[src/rtl/pipeline_ingress_pkg.sv]
// Shared types and constants for the dual-lane ingress buffer.
// Latency: n/a (declarations only).
// Backpressure: n/a.
package pipeline_ingress_pkg;

    localparam int DATA_W    = 32;
    localparam int NUM_LANES = 2;

    typedef logic [DATA_W-1:0] lane_data_t;

endpackage : pipeline_ingress_pkg

[src/rtl/ingress_lane_fifo.sv]
// Single-lane FIFO with flush, stall-gated pop and optional zero-latency bypass.
// Latency: 1 cycle push-to-present (0 cycles via cut-through when INGRESS_BYPASS_EN is defined).
// Backpressure: src_ready drops when full or flushing; a pop while full reopens it next cycle.
//
// Ports: clk/reset (async active-high); src_data/src_valid/src_ready producer side;
//        flush/stall from the pipeline; pipe_data/pipe_valid to the pipeline; occupancy count.
// Build option: INGRESS_BYPASS_EN enables cut-through when the lane is empty.
module ingress_lane_fifo #(
    parameter  int DATA_W = 32,
    parameter  int DEPTH  = 4,
    localparam int CNT_W  = $clog2(DEPTH + 1)
) (
    input  logic              clk,
    input  logic              reset,
    input  logic [DATA_W-1:0] src_data,
    input  logic              src_valid,
    output logic              src_ready,
    input  logic              flush,
    input  logic              stall,
    output logic [DATA_W-1:0] pipe_data,
    output logic              pipe_valid,
    output logic [CNT_W-1:0]  occupancy
);

    localparam int PTR_W = $clog2(DEPTH);

    logic [DATA_W-1:0] mem_q [DEPTH];
    logic [PTR_W-1:0]  wr_ptr_q, wr_ptr_d;
    logic [PTR_W-1:0]  rd_ptr_q, rd_ptr_d;
    logic [CNT_W-1:0]  occ_q, occ_d;
    logic              full, empty, push, pop, bypass;

    assign full  = (occ_q == CNT_W'(DEPTH));
    assign empty = (occ_q == '0);

    // Ready depends only on registered state and flush, never on src_valid.
    assign src_ready = !full && !flush;

`ifdef INGRESS_BYPASS_EN
    // Cut-through only when nothing is queued, so ordering is preserved.
    // Gated by reset so outputs stay quiet while reset is held.
    assign bypass = empty && !stall && !flush && !reset && src_valid;
`else
    assign bypass = 1'b0;
`endif

    assign pipe_valid = bypass || (!empty && !stall && !flush);
    assign pipe_data  = bypass ? src_data : (empty ? '0 : mem_q[rd_ptr_q]);
    assign occupancy  = occ_q;

    // A bypassed word is consumed directly and never written.
    assign push = src_valid && src_ready && !bypass;
    assign pop  = pipe_valid && !bypass;

    always_comb begin
        wr_ptr_d = wr_ptr_q;
        rd_ptr_d = rd_ptr_q;
        occ_d    = occ_q;
        if (flush) begin
            wr_ptr_d = '0;
            rd_ptr_d = '0;
            occ_d    = '0;
        end else begin
            if (push) wr_ptr_d = wr_ptr_q + PTR_W'(1);
            if (pop)  rd_ptr_d = rd_ptr_q + PTR_W'(1);
            case ({push, pop})
                2'b10:   occ_d = occ_q + CNT_W'(1);
                2'b01:   occ_d = occ_q - CNT_W'(1);
                default: occ_d = occ_q;
            endcase
        end
    end

    always_ff @(posedge clk or posedge reset) begin
        if (reset) begin
            wr_ptr_q <= '0;
            rd_ptr_q <= '0;
            occ_q    <= '0;
        end else begin
            wr_ptr_q <= wr_ptr_d;
            rd_ptr_q <= rd_ptr_d;
            occ_q    <= occ_d;
        end
    end

    // Storage needs no reset: reads are masked to zero while empty.
    always_ff @(posedge clk) begin
        if (push) mem_q[wr_ptr_q] <= src_data;
    end

    a_no_overflow: assert property (@(posedge clk) disable iff (reset)
        occ_q <= CNT_W'(DEPTH));
    a_no_underflow: assert property (@(posedge clk) disable iff (reset)
        !(pop && empty));
    a_no_push_full: assert property (@(posedge clk) disable iff (reset)
        !(push && full));

endmodule : ingress_lane_fifo

[src/rtl/pipeline_ingress_buffer.sv]
// Dual-lane ingress buffer feeding the two-pipeline wrapper; lanes are independent.
// Latency: 1 cycle per lane (0 with INGRESS_BYPASS_EN on an empty lane).
// Backpressure: per-lane src_ready drops when that lane is full or flushing.
//
// Ports: clk, reset (async active-high); src_data_n/src_valid_n/src_ready_n per lane;
//        flush_n/stall_n per pipeline; pipe_data_n, pipe_valid[1:0] (bit0 = lane 1);
//        occupancy_n entry counts.
// Build option: INGRESS_BYPASS_EN (handled inside ingress_lane_fifo).
module pipeline_ingress_buffer
    import pipeline_ingress_pkg::*;
#(
    parameter  int DATA_W = pipeline_ingress_pkg::DATA_W,
    parameter  int DEPTH  = 4,
    localparam int CNT_W  = $clog2(DEPTH + 1)
) (
    input  logic                 clk,
    input  logic                 reset,
    input  logic [DATA_W-1:0]    src_data_1,
    input  logic                 src_valid_1,
    output logic                 src_ready_1,
    input  logic [DATA_W-1:0]    src_data_2,
    input  logic                 src_valid_2,
    output logic                 src_ready_2,
    input  logic                 flush_1,
    input  logic                 flush_2,
    input  logic                 stall_1,
    input  logic                 stall_2,
    output logic [DATA_W-1:0]    pipe_data_1,
    output logic [DATA_W-1:0]    pipe_data_2,
    output logic [NUM_LANES-1:0] pipe_valid,
    output logic [CNT_W-1:0]     occupancy_1,
    output logic [CNT_W-1:0]     occupancy_2
);

    ingress_lane_fifo #(.DATA_W(DATA_W), .DEPTH(DEPTH)) u_lane_1 (
        .clk        (clk),
        .reset      (reset),
        .src_data   (src_data_1),
        .src_valid  (src_valid_1),
        .src_ready  (src_ready_1),
        .flush      (flush_1),
        .stall      (stall_1),
        .pipe_data  (pipe_data_1),
        .pipe_valid (pipe_valid[0]),
        .occupancy  (occupancy_1)
    );

    ingress_lane_fifo #(.DATA_W(DATA_W), .DEPTH(DEPTH)) u_lane_2 (
        .clk        (clk),
        .reset      (reset),
        .src_data   (src_data_2),
        .src_valid  (src_valid_2),
        .src_ready  (src_ready_2),
        .flush      (flush_2),
        .stall      (stall_2),
        .pipe_data  (pipe_data_2),
        .pipe_valid (pipe_valid[1]),
        .occupancy  (occupancy_2)
    );

endmodule : pipeline_ingress_buffer

[config.mk]
export PLATFORM = sky130hd
export DESIGN_NAME = pipeline_ingress_buffer
export DESIGN_NICKNAME = d
export VERILOG_FILES = /design/src/rtl/pipeline_ingress_pkg.sv /design/src/rtl/ingress_lane_fifo.sv /design/src/rtl/pipeline_ingress_buffer.sv
export SDC_FILE = /design/constraint.sdc
export NUM_CORES = 1
export LEC_CHECK = 0
export BUFFER_PORTS_ARGS = -buffer_cell sky130_fd_sc_hd__buf_2
export CAP_MARGIN = 30
export CELL_PAD_IN_SITES_DETAIL_PLACEMENT = 0
export CELL_PAD_IN_SITES_GLOBAL_PLACEMENT = 1
export CORE_MARGIN = 3
export CORE_UTILIZATION = 40
export CTS_CLUSTER_DIAMETER = 120
export DETAILED_ROUTE_END_ITERATION = 10
export PLACE_DENSITY = 0.75
export RECOVER_POWER = 25
export SETUP_SLACK_MARGIN = 0.1
export SLEW_MARGIN = 30
export SYNTH_ARGS = -nofsm -noshare
export SYNTH_HDL_FRONTEND = slang
export SYNTH_HIERARCHICAL = 1
export SYNTH_SLANG_ARGS = --single-unit
export TNS_END_PERCENT = 20
[constraint.sdc]
create_clock -name clk -period 2.4 [get_ports clk]
set_input_delay 0.48 -clock clk [delete_from_list [all_inputs] [get_ports clk]]
set_output_delay 0.48 -clock clk [all_outputs]
set_load 0.02 [all_outputs]
==> results.md <==
- Largest fanout on the critical path: 5
- Avg Cell Area, Syn: 20.8 um^2
- Max-slew violation count: 0
- Clk buf depth: 3
- Drt pass-1 iters: 4
- Port Buffer Count: 145
- Syn_nets: 598
- Vias in the first global route: 5977
- Initial DRC Count: 272
- Syn Inst Count: 516
- Leak Pwr: 0.00455 uW
- H-tree level count: 1
- R2R Path Start: u_lane_1/occupancy[0]$_DFFE_PP0P_
- DP HPWL: 12.7 mm
- Synth async-reset ratio: 0.0519
- FF-to-FF setup slack: 0.31 ns
- CP startpoint: u_lane_2/rd_ptr_q[0]$_DFFE_PP0P_
- Worst setup margin: -0.186 ns
- Tmin final: 2.59 ns
- Gr usage total: 0.148
- Synth warnings: 6
- Final core utilization: 0.510
- EDFF count, synth: 256
- Reg2reg path depth: 8
- Clk slew on worst S/H paths: 0.06 ns
- Final setup viols: 64
- Fin. Hold Viols: 0
- Crit path DAT: 2.11 ns
- DR vias/cell: 5.15
- Rows: 59
- Max-Cap Viols: 0
- Most frequent cells in the layout: 256 x edfxtp_1, 70 x buf_2, 64 x mux4_2, 51 x nor2b_1, 42 x clkbuf_1
- FMAX: 387 MHz
- Setup CP Type: flip-flop to output pin
- Nets: 775
- Setup crit end kind: output pin
- Setup total negative slack: -8.32 ns
- Die area: 28800 um^2
- Fraction of layout instances using a drive strength above 1: 0.382
- Relative slew slack: 0.694
- Initial Util: 0.409
- Die Wd: 170 um
- Worst-Skew Late Latency: 0.53 ns
- Routed WL: 21.4 mm
- R2r endpoint: u_lane_1/occupancy[2]$_DFFE_PP0P_
- Hold Path Class: input port to flip-flop
- Worst-Margin Slew: 0.459 ns
- CP endpoint: pipe_data_2[28]
- VDD IR-drop max: 0.000719 V
- DRC: 0
- # clock sinks: 270
- Largest net degree at the start of global routing: 35
- Crit path launch type: flip-flop
- Most common cell after layout, fill and taps aside: edfxtp_1
- Area of the mapped netlist: 10700 um^2
- Yosys reg bits: 270
- IO Pins: 146
- CP required: 1.92 ns
- Antenna Nets Post-Route: 0
- First-pass GRT wire length: 33.7 mm
- RSZ-0062 raised after global routing: true
- Failing checks: negative setup slack
- Vias post-DR: 5408
- Final GP Congestion: 0.766
- WHS: 0.167 ns
- Register area share after synthesis: 0.750
- Final Total Pwr: 14900 uW
- Dominant synthesized flop cell: edfxtp_1
- CTS Root Cell: clkbuf_16
- Yosys cell types: 32
- Core area: 26200 um^2
- Tcrit/Tclk final: 1.08
- PwrDens: 1120 nW/um^2
- Status: complete, but fails checks
- Routed len/inst: 20.3 um
- CTS tree: yes
- Grt ovf: 0
- Die Y: 170 um
- Antenna violations before repair: 1
- Area Overhead vs Synth: 24.7%
- Skew final: 0.0186 ns
- Inserted Clock Buffers: 28
==> area by class of cell <==
type	instances	area, um^2
Multi-Input combinational cell	212	2610
Clock inverter	17	228
Antenna cell	1	2.50
Clock buffer	34	723
Tap cell	335	419
Timing Repair Buffer	173	1330
Inverter	8	30.0
Fill cell	2109	12800
Sequential cell	270	8040
==> metrics by stage <==
step           area, um^2  std cells  setup WS [ns]
6_report            13400       1050         -0.186
5_1_grt             13400       1050         -0.253
4_1_cts             13200       1048         -0.227
3_5_place_dp        12000        987          0.169
3_3_place_gp        12000        987          0.260
2_1_floorplan       10700        516          0.201
==> state kept, by name, summed over array words and instances, names as in the netlist <==
| name | count |
|---|---|
| u_lane_1/mem_q | 128 |
| u_lane_2/mem_q | 128 |
| u_lane_1/occupancy | 3 |
| u_lane_2/occupancy | 3 |
| u_lane_1/rd_ptr_q | 2 |
| u_lane_1/wr_ptr_q | 2 |
| u_lane_2/rd_ptr_q | 2 |
| u_lane_2/wr_ptr_q | 2 |
==> metal layers <==
metal,track usage,vias up,routed length [um]
met2,0.259,120,11100
met3,0.0256,33,868
met1,0.192,2855,8760
li1,-,2400,-
met5,0,-,0
met4,0.0413,0,588
==> cells in the mapped netlist, types with 6 or more instances <==
master	instances	share of area
ha_1	8	0.0093
nor2_1	8	0.0028
dfrtp_1	14	0.033
buf_4	6	0.0042
edfxtp_1	256	0.72
mux4_2	64	0.13
nand2b_1	6	0.0035
clkbuf_1	10	0.0035
nor2b_1	66	0.039
buf_2	10	0.0047
a21oi_1	6	0.0028
and2_1	8	0.0047
inv_1	8	0.0028
==> worst min-delay path by stage <==
stage	start	endpoint	slack [ns]	cells after the start
after floorplan	reset	u_lane_1/occupancy[0]$_DFFE_PP0P_	0.28	1
after global placement	reset	u_lane_1/occupancy[0]$_DFFE_PP0P_	0.44	2
after detailed placement	reset	u_lane_2/occupancy[1]$_DFFE_PP0P_	0.45	2
after CTS	src_data_2[13]	u_lane_2/mem_q[2][13]$_DFFE_PP_	0.13	1
after global routing	src_data_1[24]	u_lane_1/mem_q[1][24]$_DFFE_PP_	0.15	1
final	src_data_1[26]	u_lane_1/mem_q[0][26]$_DFFE_PP_	0.17	1
==> worst max-delay path: stages, from the launching register on <==
cell	delay (ns)
dfrtp_2	0.49
buf_12	0.16
buf_16	0.13
mux4_2	0.48
nor2b_1	0.15
buf_4	0.18
==> power breakdown <==
group          leakage (uW)  switching (uW)  internal (uW)  total [uW]
registers           0.00251             191           5460        5650
logic               0.00159            2560           2320        4890
clock network      0.000452            1710           2690        4400
==> cell families after synthesis <==
logic type                 Yosys count  share of synthesized area
adders and majority gates           10                     0.0131
xor gates and xnor gates             6                    0.00630
AOI/OAI and AO/OA                   16                     0.0112
buffers and inverters               34                     0.0152
and+or+nand+nor                    110                     0.0635
DFF                                270                      0.750
muxes                               70                      0.141
==> what timing repair did <==
item	in CTS	in global routing
hold endpoints to repair	14	0
setup endpoints to repair	64	64
buffers inserted	6	1
gates cloned	3	1
hold buffers	1	0
gates resized for setup	27	61
Note: power is estimated with default switching activity, not from simulation.
